==> config.mk <==
export PLATFORM = sky130hd
export DESIGN_NAME = led_pattern_gen
export DESIGN_NICKNAME = d
export VERILOG_FILES = /design/src/rtl/led_pkg.sv /design/src/rtl/tick_prescaler.sv /design/src/rtl/led_pattern_gen.sv
export SDC_FILE = /design/constraint.sdc
export NUM_CORES = 1
export LEC_CHECK = 0
export CAP_MARGIN = 20
export CORE_UTILIZATION = 55
export DETAILED_ROUTE_END_ITERATION = 6
export PLACE_DENSITY = 0.78
export SLEW_MARGIN = 40
export SYNTH_ARGS = -nofsm -noshare
export SYNTH_HDL_FRONTEND = slang
export SYNTH_SLANG_ARGS = --single-unit
==> constraint.sdc <==
create_clock -name clk -period 5.73 [get_ports clk]
set_input_delay 1.146 -clock clk [delete_from_list [all_inputs] [get_ports clk]]
set_output_delay 1.146 -clock clk [all_outputs]
set_load 0.005 [all_outputs]
==> src/rtl/led_pkg.sv <==
// led_pkg: shared LED pattern mode encoding and speed-select width
package led_pkg;
  typedef enum logic [1:0] {MODE_UP, MODE_DOWN, MODE_SCAN, MODE_BLINK} mode_e;
  localparam int DIV_SEL_W = 2;
endpackage

==> src/rtl/tick_prescaler.sv <==
// tick_prescaler: period max(1, COUNT>>div_sel) tick generator; in clk, rst (sync active-low), div_sel, clr; out tick (registered)
module tick_prescaler
  import led_pkg::*;
#(
  parameter int COUNT = 13500000
) (
  input  logic                 clk,
  input  logic                 rst,
  input  logic [DIV_SEL_W-1:0] div_sel,
  input  logic                 clr,
  output logic                 tick
);
  localparam int W = $clog2(COUNT + 1);
  localparam logic [W-1:0] BASE = W'(COUNT);
  logic [W-1:0] cnt, per, lim;
  logic wrap;
  always_comb begin
    per = BASE >> div_sel;
    lim = (per == '0) ? '0 : per - W'(1);
    wrap = cnt >= lim;
  end
  always_ff @(posedge clk) begin
    if (!rst || clr) begin
      cnt <= '0;
      tick <= 1'b0;
    end else begin
      cnt <= wrap ? '0 : cnt + W'(1);
      tick <= wrap;
    end
  end
endmodule

==> src/rtl/led_pattern_gen.sv <==
// led_pattern_gen: LED pattern engine; in clk, rst (sync active-low), en_i, step_i, mode_i, mode_load_i, div_sel_i; out led_o, tick_o, mode_o
module led_pattern_gen
  import led_pkg::*;
#(
  parameter int COUNT      = 13500000,
  parameter int N_LEDS     = 6,
  parameter bit ACTIVE_LOW = 1
) (
  input  logic                 clk,
  input  logic                 rst,
  input  logic                 en_i,
  input  logic                 step_i,
  input  logic [1:0]           mode_i,
  input  logic                 mode_load_i,
  input  logic [DIV_SEL_W-1:0] div_sel_i,
  output logic [N_LEDS-1:0]    led_o,
  output logic                 tick_o,
  output logic [1:0]           mode_o
);
  mode_e mode;
  logic [N_LEDS-1:0] pattern, nxt;
  logic dir, at_end, nxt_dir, adv;
  tick_prescaler #(.COUNT(COUNT)) u_pre (
    .clk(clk),
    .rst(rst),
    .div_sel(div_sel_i),
    .clr(mode_load_i),
    .tick(tick_o)
  );
  always_comb begin
    adv = en_i ? tick_o : step_i;
    at_end = dir ? pattern[0] : pattern[N_LEDS-1];
    nxt_dir = dir ^ at_end;
    nxt = (mode == MODE_UP)    ? pattern + N_LEDS'(1) :
          (mode == MODE_DOWN)  ? pattern - N_LEDS'(1) :
          (mode == MODE_BLINK) ? ~pattern :
          (N_LEDS == 1)        ? pattern :
          nxt_dir              ? pattern >> 1 : pattern << 1;
  end
  always_ff @(posedge clk) begin
    if (!rst) begin
      mode <= MODE_UP;
      pattern <= '0;
      dir <= 1'b0;
    end else if (mode_load_i) begin
      mode <= mode_e'(mode_i);
      pattern <= (mode_e'(mode_i) == MODE_SCAN) ? N_LEDS'(1) : '0;
      dir <= 1'b0;
    end else if (adv) begin
      pattern <= nxt;
      if (mode == MODE_SCAN) dir <= nxt_dir;
    end
  end
  assign led_o = pattern ^ {N_LEDS{ACTIVE_LOW}};
  assign mode_o = mode;
endmodule
==> run_results.csv, run 1 <==
group,metric,value,unit
timing,final.setup_skew,0.00722,ns
timing,tightest_slew,0.708,ns
worst_setup_path,critPathCaptureType,"flip-flop",
timing,timing.fmax,238,MHz
final_layout,fill_cells,359,
final_layout,finalNonFillerCells,341,
place,placedCellCount,333,
pwr,power.total,525,uW
synth,syn_area_per_cell,9.06,sq um
global_routing,grt-ovfl-total,0,
synth,ys.warnings.count,0,
clock_tree,cts_resized,0,
worst_setup_path,max_stage_delay,0.61,ns
pwr,ir_drop,0.000116,V
worst_setup_path,cp_slowest_cell,"clkdlybuf4s50_1",
drt,drt_iter0_markers,135,
drt,via_per_inst,6.10,
synth,yosysSeqAreaShare,0.273,
timing,fin_crit_sh,0.733,
global_routing,grt_max_degree,25,
synth,synth_area_leaders,"dfxtp_1, ha_1, nor3_2",
floorplanning,io_pins,18,
run,cap_violations,0,
global_routing,grt_pass1_wl,9490,um
timing,rsz0062_at_grt,"false",
worst_setup_path,crit_fanout,14,
synth,synth_edf_count,0,
floorplanning,die_area,4800,sq um
global_routing,grt_pass1_vias,2034,
worst_setup_path,crit_chain,"clkdlybuf4s50_1 > inv_1 > ha_1 > inv_1 > ha_1 > and4_1 > nand3_1 > or4_4 > a21oi_4 > buf_16 > nor3_1",
drt,drt-total-wl,5450,um
final_layout,drive_gt1_frac,0.125,
worst_setup_path,critPathRequiredTime,5.89,ns
drt,routed-via-count,2081,
synth,synth_largest_area_cell,"dfxtp_1",
timing,setup_tns,0,ns
outcome,status,"completed",
clock_tree,post_cts_buffers,0,
floorplanning,die_y,69.3,um
synth,synth_cell_types,53,
clock_tree,cts_hold_buf,0,
floorplanning,core_area,4350,sq um
final_layout,diodes,0,
final_layout,area_growth_syn_to_layout,10.8,%
timing,slew_headroom,0.514,
timing,setup_slack,1.53,ns
floorplanning,initial_core_util,0.572,
drt,final_antenna_net_count,0,
clock_tree,cts_sinks,34,
synth,async_reset_ff_frac,0,
pwr,p_leak,1.05,nW
drt,post-route-drc-count,0,
place,gp_congestion,0.869,
floorplanning,rows,24,
clock_tree,cts_max_level,2,
clock_tree,clk_latency,0.29,ns
synth,syn_nets,310,
final_layout,layout_commonest_cell,"dfxtp_1",
synth,synth_top_area_frac,0.273,
clock_tree,cts_tree,"done",
place,preCtsSetupSlack,1.26,ns
place,portBuffers,17,
synth,synth-seq-cells,34,
timing,hold_viol_final,0,
drt,avgRoutedWirePerCell,16.0,um
global_routing,gr-usage-all-layers,0.244,
clock_tree,cts.path.max_buffers,2,
clock_tree,cts_buffers,5,
clock_tree,clk_pin_slew,0.07,ns
pwr,power_density,190,nW/um^2
worst_setup_path,crit_path_start,"div_sel_i[1]",
worst_setup_path,r2r_start,"u_pre.cnt[17]$_SDFF_PP0_",
clock_tree,ctsRootBufferMaster,"clkbuf_8",
synth,syn_area,2490,sq um
hold_path,hp-class,"reg -> reg",
global_routing,antenna_found_initial,0,
timing,drv_slew,0,
drt,firstDrtPassIters,4,
final_layout,mostFrequentLayoutCells,"dfxtp_1, ha_1, nor3_2",
hold_path,hp-start,"u_pre.cnt[0]$_SDFF_PP0_",
synth,synthCells,275,
floorplanning,die_w,69.3,um
worst_setup_path,cp.arrival,4.36,ns
worst_setup_path,critPathLaunchType,"primary input",
worst_setup_path,worst-setup-path-type,"in -> reg",
timing,setup_viol,0,
place,dp_hpwl,3870,um
timing,layout_min_cycle_time,4.20,ns
final_layout,fin_nets,323,
synth,synthFlopType,"dfxtp_1",
==> per-stage QoR <==
step                      hold WS (ns)  area, sq um  utilization
after floorplan                  0.458         2490            -
after global placement           0.486         2630        0.603
after detailed placement         0.491         2660        0.610
after CTS                        0.499         2760        0.634
after global routing             0.529         2760        0.634
final                            0.501         2760        0.634
==> cells in the mapped netlist, types with 3 or more instances <==
cell type / count
a21o_1: 3
mux2i_1: 5
nand3_1: 15
nand2_1: 12
nor2_1: 10
nor4_1: 3
xnor2_1: 10
dfxtp_1: 34
ha_1: 26
o221ai_1: 3
nand2b_1: 3
nand4_1: 8
buf_6: 3
o21ai_0: 6
nor3_1: 7
or3_1: 3
clkbuf_1: 6
a31oi_1: 4
xor2_1: 15
and4_1: 3
nor2b_1: 4
nor3_2: 20
a21oi_1: 13
and3_1: 3
inv_1: 18
a211oi_1: 5
==> power by group <==
group	switching [mW]	leakage, nW	internal [mW]
logic	0.0314	0.722	0.0279
registers	0.00769	0.275	0.239
clock network	0.0884	0.0524	0.130
total	0.128	1.05	0.397
==> metal layers <==
metal  GRT usage  up-vias  part of all wire
met5           0        -                 0
met4      0.0952        0             0.021
met3      0.0494       12             0.050
met2       0.374       56              0.45
met1       0.336      983              0.48
li1            -     1030                 -
==> registers in the layout, summed over array words and instances, names as in the netlist <==
name / count
dir: 1
mode_o: 2
pattern: 6
u_pre.cnt: 24
u_pre.tick: 1
==> path summary, 6_finish.rpt <==
check                             endpoint  slack [ns]  depth (start not counted)
hold / removal     u_pre.cnt[0]$_SDFF_PP0_        0.50                          1
setup reg to reg  u_pre.cnt[12]$_SDFF_PP0_        3.24                          7
setup / recovery  u_pre.cnt[12]$_SDFF_PP0_        1.53                         11
hold reg to reg    u_pre.cnt[0]$_SDFF_PP0_        0.50                          1
==> final cells by class <==
| cell class | count | area, sq um | share of cell area |
|---|---|---|---|
| Sequential cell | 34 | 681 | 0.246 |
| Tap cell | 52 | 65.1 | 0.0236 |
| Inverter | 18 | 67.6 | 0.0245 |
| Clock inverter | 1 | 30.0 | 0.0109 |
| Clock buffer | 7 | 76.3 | 0.0276 |
| Multi-Input combinational cell | 210 | 1640 | 0.593 |
| Timing Repair Buffer | 19 | 205 | 0.0743 |
==> critical path, delay by kind of cell <==
family          cells  cell delay (ns)
buf+inv             4             1.05
simple gates        4             0.99
fa+ha+maj           2             0.66
compound gates      1             0.48
==> cells by family after synthesis <==
family	share of synthesized area
and+or+nand+nor	0.268
AOI/OAI and AO/OA	0.144
DFF	0.273
buffers and inverters	0.0698
adders and majority gates	0.131
xor gates and xnor gates	0.0879
muxes	0.0246
other	0.00151
(Power assumes the default switching activity.)
==> run 2, diff against run 1 <==
- clock period: 5.73 -> 4.4 ns (I/O delays scaled with it)
==> run_results.csv, run 2 (same netlist as run 1, synthesis figures left out) <==
group,metric,value,unit
worst_setup_path,max_stage_delay,0.61,ns
clock_tree,post_cts_buffers,0,
worst_setup_path,critPathTopFamily,"buffers and inverters",
timing,slew_headroom,0.454,
clock_tree,clk_latency,0.28,ns
global_routing,grt_max_degree,25,
global_routing,antenna_found_initial,0,
worst_setup_path,critPathCaptureType,"flip-flop",
timing,drv_slew,0,
timing,hold_viol_final,0,
hold_path,hp-class,"reg -> reg",
final_layout,drive_gt1_frac,0.131,
final_layout,largest_reg_flops,24,
timing,final.setup_skew,0.00671,ns
final_layout,area_growth_syn_to_layout,9.74,%
floorplanning,die_w,69.3,um
place,dp_hpwl,3750,um
floorplanning,die_y,69.3,um
place,gp_congestion,0.899,
drt,drt-total-wl,4980,um
floorplanning,rows,24,
worst_setup_path,critPathRequiredTime,4.55,ns
clock_tree,clk_pin_slew,0.06,ns
floorplanning,die_area,4800,sq um
drt,drt_iter0_markers,119,
drt,firstDrtPassIters,4,
drt,avgRoutedWirePerCell,14.6,um
worst_setup_path,cp.arrival,3.75,ns
drt,final_antenna_net_count,0,
place,portBuffers,17,
final_layout,largest-register,"u_pre.cnt",
worst_setup_path,crit_chain,"clkdlybuf4s50_1 > inv_1 > ha_1 > inv_1 > ha_1 > and4_1 > nand3_1 > or4_4 > a21oi_4 > buf_4 > nor3_1",
place,placed_area,2640,sq um
global_routing,gr-usage-all-layers,0.224,
clock_tree,cts_tree,"done",
floorplanning,core_area,4350,sq um
clock_tree,cts.path.max_buffers,2,
timing,layout_min_cycle_time,3.60,ns
worst_setup_path,critPathLaunchType,"primary input",
global_routing,grt_pass1_vias,1907,
clock_tree,cts_sinks,34,
pwr,ir_drop,0.000136,V
worst_setup_path,worst-setup-path-type,"in -> reg",
worst_setup_path,path_buf_inv,4,
run,cap_violations,0,
timing,fin_crit_sh,0.818,
clock_tree,ctsRootBufferMaster,"clkbuf_8",
timing,rsz0062_at_grt,"false",
final_layout,stdcell_area,2730,sq um
global_routing,grt-ovfl-total,0,
timing,timing.fmax,278,MHz
final_layout,multiInputGateArea,1640,sq um
timing,tightest_slew,0.796,ns
clock_tree,cts_resized,0,
floorplanning,initial_core_util,0.572,
drt,via_per_inst,5.92,
final_layout,fin_nets,324,
outcome,status,"completed",
global_routing,grt_pass1_wl,8740,um
drt,routed-via-count,2023,
final_layout,seq_area,681,sq um
worst_setup_path,crit_fanout,14,
final_layout,diodes,0,
timing,setup_viol,0,
pwr,p_leak,1.04,nW
final_layout,fill_cells,364,
clock_tree,cts_max_level,2,
timing,setup_tns,0,ns
clock_tree,cts_buffers,5,
worst_setup_path,cp_slowest_cell,"clkdlybuf4s50_1",
floorplanning,io_pins,18,
final_layout,layout_commonest_cell,"dfxtp_1",
pwr,power_density,229,nW/um^2
drt,post-route-drc-count,0,
clock_tree,cts_hold_buf,0,
final_layout,mostFrequentLayoutCells,"dfxtp_1, ha_1, nor3_2",
-- run 2: cell types whose count changed in the layout (fill, tap and decap cells not counted) --
cell / change
buf_4: +2
clkbuf_1: -1
clkbuf_8: +1
buf_16: -1
clkinv_2: +1
bufinv_16: -1
-- run 2: per-layer routing --
metal	wire length (um)	vias to the layer above	GRT usage
met5	0	-	0
met4	45	0	0.0680
met3	224	5	0.0494
met2	2230	46	0.339
met1	2490	939	0.317
li1	-	1033	-
-- run 2: final timing paths --
| kind | from | endpoint | slack [ns] | depth (start not counted) |
|---|---|---|---|---|
| worst max register to register | u_pre.cnt[20]$_SDFF_PP0_ | u_pre.cnt[14]$_SDFF_PP0_ | 2.26 | 7 |
| worst min register to register | u_pre.cnt[0]$_SDFF_PP0_ | u_pre.cnt[0]$_SDFF_PP0_ | 0.50 | 1 |
| worst min-delay path | u_pre.cnt[0]$_SDFF_PP0_ | u_pre.cnt[0]$_SDFF_PP0_ | 0.50 | 1 |
| worst max-delay path | div_sel_i[1] | u_pre.cnt[14]$_SDFF_PP0_ | 0.80 | 11 |
-- run 2: report_power, final --
group | total (mW) | internal (mW) | switching, mW
Combinational | 0.0751 | 0.0358 | 0.0392
Clock | 0.231 | 0.126 | 0.105
Sequential | 0.321 | 0.311 | 0.0100
-- run 2: layout make-up --
cell class	instances	share of cell area
clock buffer	7	0.0316
inverter	18	0.0247
multi-input combinational	210	0.599
timing repair buffer	20	0.0705
sequential	34	0.249
clock inverter	1	0.00183
tap	52	0.0238
-- run 2: per-stage QoR --
stage	setup WS (ns)	utilization	power, mW	hold slack, ns	std cells
after floorplan	1.37	-	0.378	0.458	275
after global placement	0.616	0.607	0.400	0.483	334
after detailed placement	0.529	0.607	0.402	0.490	334
after CTS	0.801	0.628	0.633	0.502	342
after global routing	0.655	0.628	0.658	0.538	342
final	0.799	0.628	0.627	0.502	342
